`src/rtl/lbg_pkg.sv`:
```
`default_nettype none
// +----------------------------------------------------------------------------+
// | lbg_pkg : shared constants, FSM state type and saturating add/sub for the  |
// |           LBG codebook split block.                                        |
// | Rev 1.0                                                                    |
// +----------------------------------------------------------------------------+
package lbg_pkg;

  localparam int DIM       = 13;
  localparam int DW        = 14;
  localparam int MAX_CW    = 16;
  localparam int EPS_SHIFT = 5;
  localparam int AW        = 8;

  typedef enum logic [2:0] {
    S_IDLE = 3'd0,
    S_RD   = 3'd1,
    S_WHI  = 3'd2,
    S_WLO  = 3'd3,
    S_DONE = 3'd4
  } state_t;

  // Overflow shows up as disagreement between the two top bits of the DW+1 result.
  function automatic logic signed [DW-1:0] sat_fix(input logic signed [DW:0] s);
    if (s[DW] != s[DW-1])
      return s[DW] ? {1'b1, {(DW-1){1'b0}}} : {1'b0, {(DW-1){1'b1}}};
    else
      return s[DW-1:0];
  endfunction

  function automatic logic signed [DW-1:0] sat_add(input logic signed [DW-1:0] a,
                                                   input logic signed [DW-1:0] b);
    logic signed [DW:0] s;
    s = {a[DW-1], a} + {b[DW-1], b};
    return sat_fix(s);
  endfunction

  function automatic logic signed [DW-1:0] sat_sub(input logic signed [DW-1:0] a,
                                                   input logic signed [DW-1:0] b);
    logic signed [DW:0] s;
    s = {a[DW-1], a} - {b[DW-1], b};
    return sat_fix(s);
  endfunction

endpackage
`default_nettype wire

```
`src/rtl/lbg_cb_ram.sv`:
```
`default_nettype none
// +----------------------------------------------------------------------------+
// | lbg_cb_ram : codebook storage, one write port and one synchronous read.    |
// | Rev 1.0                                                                    |
// +----------------------------------------------------------------------------+
module lbg_cb_ram
  import lbg_pkg::*;
#(
  parameter int WIDTH  = DW,
  parameter int DEPTH  = MAX_CW * DIM,
  parameter int ADDR_W = AW
) (
  input  logic              clk,
  input  logic              i_we,
  input  logic [ADDR_W-1:0] i_waddr,
  input  logic [WIDTH-1:0]  i_wdata,
  input  logic              i_re,
  input  logic [ADDR_W-1:0] i_raddr,
  output logic [WIDTH-1:0]  o_rdata
);

  logic [WIDTH-1:0] r_mem [DEPTH];

  // Contents are deliberately not reset; the read register holds when i_re is low.
  always_ff @(posedge clk) begin
    if (i_we) r_mem[i_waddr] <= i_wdata;
    if (i_re) o_rdata <= r_mem[i_raddr];
  end

endmodule
`default_nettype wire

```
`src/rtl/lbg_codebook_split.sv`:
```
`default_nettype none
// +----------------------------------------------------------------------------+
// | lbg_codebook_split : captures the mean vector as codeword 0 and doubles    |
// |                      the codebook with one LBG binary split on request.    |
// | Rev 1.0                                                                    |
// +----------------------------------------------------------------------------+
module lbg_codebook_split
  import lbg_pkg::*;
#(
  parameter int DIM       = lbg_pkg::DIM,
  parameter int DW        = lbg_pkg::DW,
  parameter int MAX_CW    = lbg_pkg::MAX_CW,
  parameter int EPS_SHIFT = lbg_pkg::EPS_SHIFT,
  parameter int AW        = lbg_pkg::AW
) (
  input  logic                 clk,
  input  logic                 rst_n,
  input  logic signed [DW-1:0] i_init_data,
  input  logic [3:0]           i_init_addr,
  input  logic                 i_init_en,
  input  logic                 i_init_done,
  input  logic                 i_split_start,
  output logic                 o_split_busy,
  output logic                 o_split_done,
  output logic                 o_split_err,
  output logic [4:0]           o_cw_count,
  input  logic [AW-1:0]        i_rd_addr,
  output logic signed [DW-1:0] o_rd_data
);

  localparam logic [4:0] c_half   = 5'(MAX_CW / 2);
  localparam logic [3:0] c_last_d = 4'(DIM - 1);

  state_t               r_state, w_state_nxt;
  logic [3:0]           r_k, r_d;
  logic [4:0]           r_cw_count;
  logic                 r_split_err;
  logic                 r_q_ext;
  logic signed [DW-1:0] r_rd_hold;

  logic                 w_legal, w_accept, w_last;
  logic                 w_we, w_re;
  logic [AW-1:0]        w_waddr, w_raddr, w_rd_int, w_wr_hi;
  logic signed [DW-1:0] w_wdata, w_q, w_delta;

  assign w_legal  = (r_cw_count != 5'd0) && (r_cw_count <= c_half);
  assign w_accept = (r_state == S_IDLE) && i_split_start && w_legal;
  assign w_last   = (r_k == 4'd0) && (r_d == c_last_d);
  assign w_rd_int = AW'(r_k) * AW'(DIM) + AW'(r_d);
  assign w_wr_hi  = AW'({r_k, 1'b0}) * AW'(DIM) + AW'(r_d);

  // A zero perturbation is bumped to +1 so the two children never coincide.
  always_comb begin
    w_delta = w_q >>> EPS_SHIFT;
    if (w_delta == '0) w_delta = {{(DW-1){1'b0}}, 1'b1};
  end

  always_ff @(posedge clk or negedge rst_n) begin
    if (!rst_n) r_state <= S_IDLE;
    else        r_state <= w_state_nxt;
  end

  // The RAM read register is left untouched in WHI/WLO, so y stays on w_q for both writes.
  always_comb begin
    w_state_nxt = r_state;
    w_we        = 1'b0;
    w_re        = 1'b0;
    w_waddr     = AW'(i_init_addr);
    w_wdata     = i_init_data;
    w_raddr     = i_rd_addr;
    case (r_state)
      S_IDLE: begin
        w_re = 1'b1;
        w_we = i_init_en;
        if (w_accept) w_state_nxt = S_RD;
      end
      S_RD: begin
        w_re        = 1'b1;
        w_raddr     = w_rd_int;
        w_state_nxt = S_WHI;
      end
      S_WHI: begin
        w_we        = 1'b1;
        w_waddr     = w_wr_hi;
        w_wdata     = sat_add(w_q, w_delta);
        w_state_nxt = S_WLO;
      end
      S_WLO: begin
        w_we        = 1'b1;
        w_waddr     = w_wr_hi + AW'(DIM);
        w_wdata     = sat_sub(w_q, w_delta);
        w_state_nxt = w_last ? S_DONE : S_RD;
      end
      S_DONE:  w_state_nxt = S_IDLE;
      default: w_state_nxt = S_IDLE;
    endcase
  end

  always_ff @(posedge clk or negedge rst_n) begin
    if (!rst_n) begin
      r_k         <= '0;
      r_d         <= '0;
      r_cw_count  <= '0;
      r_split_err <= 1'b0;
      r_q_ext     <= 1'b0;
      r_rd_hold   <= '0;
    end else begin
      r_split_err <= (r_state == S_IDLE) && i_split_start && !w_legal;
      r_q_ext     <= (r_state == S_IDLE);
      if (r_q_ext) r_rd_hold <= w_q;

      // k descends so every source word is read before its slot is overwritten.
      if (w_accept) begin
        r_k <= 4'(r_cw_count - 5'd1);
        r_d <= '0;
      end else if (r_state == S_WLO) begin
        if (r_d == c_last_d) begin
          r_d <= '0;
          r_k <= r_k - 4'd1;
        end else begin
          r_d <= r_d + 4'd1;
        end
      end

      if (r_state == S_DONE)                      r_cw_count <= r_cw_count << 1;
      else if (r_state == S_IDLE && i_init_done)  r_cw_count <= 5'd1;
    end
  end

  lbg_cb_ram #(
    .WIDTH  (DW),
    .DEPTH  (MAX_CW * DIM),
    .ADDR_W (AW)
  ) u_ram (
    .clk     (clk),
    .i_we    (w_we),
    .i_waddr (w_waddr),
    .i_wdata (w_wdata),
    .i_re    (w_re),
    .i_raddr (w_raddr),
    .o_rdata (w_q)
  );

  assign o_split_busy = (r_state != S_IDLE);
  assign o_split_done = (r_state == S_DONE);
  assign o_split_err  = r_split_err;
  assign o_cw_count   = r_cw_count;
  assign o_rd_data    = r_q_ext ? w_q : r_rd_hold;

endmodule
`default_nettype wire
```
`config.mk`:
```
export PLATFORM = sky130hd
export DESIGN_NAME = lbg_codebook_split
export DESIGN_NICKNAME = d
export VERILOG_FILES = /design/src/rtl/lbg_pkg.sv /design/src/rtl/lbg_cb_ram.sv /design/src/rtl/lbg_codebook_split.sv
export SDC_FILE = /design/constraint.sdc
export NUM_CORES = 2
export LEC_CHECK = 0
export ABC_AREA = 1
export CAP_MARGIN = 0
export CORE_ASPECT_RATIO = 1.1
export CORE_UTILIZATION = 55
export DETAILED_ROUTE_END_ITERATION = 8
export PLACE_DENSITY_LB_ADDON = 0.08
export SYNTH_ARGS = -nofsm -noshare
export SYNTH_HDL_FRONTEND = slang
export SYNTH_SLANG_ARGS = --single-unit
```
`constraint.sdc`:
```
create_clock -name clk -period 9 [get_ports clk]
set_input_delay 1.8 -clock clk [delete_from_list [all_inputs] [get_ports clk]]
set_output_delay 1.8 -clock clk [all_outputs]
set_load 0.02 [all_outputs]
```
==> flow_summary.json <==
{
  "p_leak_nw": 56.7,
  "rsz0062_at_grt": "no",
  "p_clk_share_pct": 42.9,
  "hpwl_um": 216000,
  "die_x_um": 463,
  "maxSlewViolCount": 0,
  "pwr-share-seq_pct": 52.2,
  "cts_resized": 0,
  "start_util_pct": 55.4,
  "powerDensity_nw_per_um2": 201,
  "postSynthCellCount": 12000,
  "drc": 0,
  "syn_nets": 12100,
  "grt_usage_pct": 32.4,
  "ys.flop_type": "edfxtp_1",
  "synth_area_per_cell_um2": 10.7,
  "fp.dieH_um": 509,
  "yosysWarnings": 0,
  "boundaryPins": 53,
  "cts_setup_buffers": 0,
  "viasPerCell": 5.77,
  "via_count": 88200,
  "worst_skew_pair.late_latency_ns": 0.98,
  "postLayoutCellArea_um2": 142000,
  "cts.sinks": 2958,
  "status": "completed",
  "hold_ws_ns": 0.497,
  "ys_types": 54,
  "finalClockSkew_ns": 0.0829,
  "cts-buffers-inserted": 317,
  "wl_um": 384000,
  "async_reset_ff_share_pct": 1.08,
  "core_um2": 231000,
  "slew_headroom_pct": 6.11,
  "cts.path.max_buffers": 4,
  "htreeDepth": 5,
  "clk_pin_slew_ns": 0.06,
  "synthTopCellsByArea": "edfxtp_1 (68%), nand2_1 (10%), nand3_1 (8.2%)",
  "hold_path_class": "reg2reg",
  "regArea_um2": 88700,
  "grt_max_degree": 182,
  "drt_first_iter_violations": 11200,
  "final_common_cell": "nand2_1",
  "cp.arrival_ns": 7.36,
  "grt_pass1_vias": 84100,
  "hold_viol": 0,
  "core.rowCount": 185,
  "place_congestion": 0.922,
  "first_pass_iters": 8,
  "internal_power_mw": 22.2,
  "synth-seq-area-share_pct": 69.1,
  "tns_ns": 0,
  "ir_drop_v": 0.000219,
  "combPwrFrac_pct": 5.0,
  "drive_gt1_share_pct": 7.13,
  "setup_viol": 0,
  "synth_edf_count": 2926,
  "power_switching_mw": 6.32,
  "cts_hold_buf": 0,
  "ys_seq_elements": 2958,
  "overflow": 0,
  "syn_area_um2": 128000,
  "crit_path_end_kind": "flop",
  "postRouteAntennaNets": 0,
  "tightestPinTransition_ns": 1.40,
  "crit_required_ns": 9.66,
  "p_total_mw": 28.6,
  "fin_util_pct": 61.5,
  "syn2layout_area_growth_pct": 11.0,
  "final_cell_mix": "nand2_1 (3,448), edfxtp_1 (2,926), nand3_1 (2,086), inv_1 (1,620), o21ai_0 (322)",
  "avgRoutedWirePerCell_um": 25.1,
  "synth_top_area_share_pct": 68.5,
  "portBuffers": 52,
  "crit_fanout": 49,
  "synth_top_area_cell": "edfxtp_1",
  "cts_tree": "done",
  "die_area_um2": 235000,
  "placedInstanceArea_um2": 133000,
  "antenna_found_initial": 9,
  "final_nets": 12100,
  "nFillCells": 18500,
  "root_buffer": "clkbuf_16",
  "min_period_ns": 6.70,
  "grt_first_pass_wirelength_um": 562000,
  "switching_share_pct": 22.1,
  "fmax_mhz": 149,
  "worstSetupStartpointType": "flop",
  "period_share_pct": 74.4,
  "multiInputGateArea_um2": 31000,
  "crit_type": "reg2reg",
  "maxCapViolCount": 0
}
[worst paths after layout]
| check | to | cells after the start | slack, ns | startpoint |
|---|---|---|---|---|
| worst min register to register | r_rd_hold[4]$_DFF_PN0_ | 1 | 0.50 | r_rd_hold[4]$_DFF_PN0_ |
| min in group asynchronous | r_rd_hold[12]$_DFF_PN0_ | 2 | 1.27 | rst_n |
| worst max-delay path | u_ram.o_rdata[2]$_DFFE_PP_ | 20 | 2.30 | r_k[0]$_DFFE_PN0P_ |
| max in group asynchronous | r_rd_hold[1]$_DFF_PN0_ | 2 | 7.41 | rst_n |
| worst max register to register | u_ram.o_rdata[2]$_DFFE_PP_ | 20 | 2.30 | r_k[0]$_DFFE_PN0P_ |
| worst min-delay path | r_rd_hold[4]$_DFF_PN0_ | 1 | 0.50 | r_rd_hold[4]$_DFF_PN0_ |
[critical path: stages, from the launching register on]
cell      delay (ns)
dfrtp_1         0.51
inv_1           0.13
ha_1            0.32
ha_1            0.30
inv_1           0.05
fa_1            0.49
inv_1           0.05
ha_1            0.33
a21oi_1         0.16
nand2_1         0.08
or2_2           0.27
nand2_1         0.11
o21ai_4         0.05
buf_4           0.36
clkinv_2        0.76
buf_4           0.90
nand3_1         0.44
nand3_1         0.40
nand3_1         0.30
nand3_1         0.19
nand2_1         0.07
[flip-flops by register name, indices dropped and copies added (netlist names)]
register,count
o_cw_count,5
u_ram.r_mem,2912
r_d,4
r_q_ext,1
o_split_err,1
r_rd_hold,14
r_k,4
u_ram.o_rdata,14
r_state,3
[area by class of cell]
| type | count | area share, % |
|---|---|---|
| Timing Repair Buffer | 340 | 2.27 |
| Sequential cell | 2958 | 62.2 |
| Multi-Input combinational cell | 6710 | 21.8 |
| Clock inverter | 152 | 0.802 |
| Antenna cell | 5 | 0.00878 |
| Clock buffer | 387 | 5.83 |
| Tap cell | 3085 | 2.71 |
| Inverter | 1641 | 4.33 |
[cell usage after synthesis, types with 13 or more instances]
| cell | instances |
|---|---|
| o22ai_1 | 32 |
| nand3_1 | 2097 |
| nor2_2 | 13 |
| ha_1 | 56 |
| nor3_1 | 69 |
| edfxtp_1 | 2926 |
| clkbuf_1 | 247 |
| dfrtp_1 | 32 |
| buf_1 | 74 |
| a21oi_1 | 49 |
| nor2_1 | 293 |
| o21bai_1 | 15 |
| buf_2 | 379 |
| clkinv_1 | 14 |
| o211ai_1 | 192 |
| xor2_1 | 28 |
| o21ai_0 | 323 |
| nand2_1 | 3467 |
| inv_1 | 1622 |
[logic make-up (layout without fill, tap and decap cells)]
| family | after synthesis | count (layout) | synth area share, % |
|---|---|---|---|
| adders and majority gates | 63 | 63 | 0.655 |
| other | 0 | 5 | 0 |
| xor gates and xnor gates | 35 | 35 | 0.259 |
| DFF | 2958 | 2958 | 69.1 |
| muxes | 3 | 3 | 0.0263 |
| and+or+nand+nor | 5969 | 5969 | 19.7 |
| AOI/OAI and AO/OA | 640 | 640 | 2.98 |
| buffers and inverters | 2348 | 2520 | 7.26 |
[power groups by stage]
stage                     Sequential (mW)  Clock, mW  Combinational, mW
final                                14.9       12.2               1.42
after global routing                 14.9       12.9               1.52
after CTS                            14.9       12.3               1.40
after detailed placement             15.2          0               1.40
after global placement               15.2          0               1.39
after floorplan                      15.2          0              0.868
[stage by stage]
stage / setup WS [ns] / cells
6_report: 2.30 / 15300
5_1_grt: 2.28 / 15300
4_1_cts: 2.43 / 15300
3_5_place_dp: 2.37 / 14700
3_3_place_gp: 2.37 / 14700
2_1_floorplan: 0.302 / 12000
[metal layers]
metal  share of wire, %  GRT usage (%)  vias up
met1                 40           45.2    42900
met3                8.9           5.09      744
met2                 46           50.2     4465
li1                   -              -    40100
met4                4.6           15.3        2
met5              0.012              0        -
Note: power is estimated with default switching activity, not from simulation.
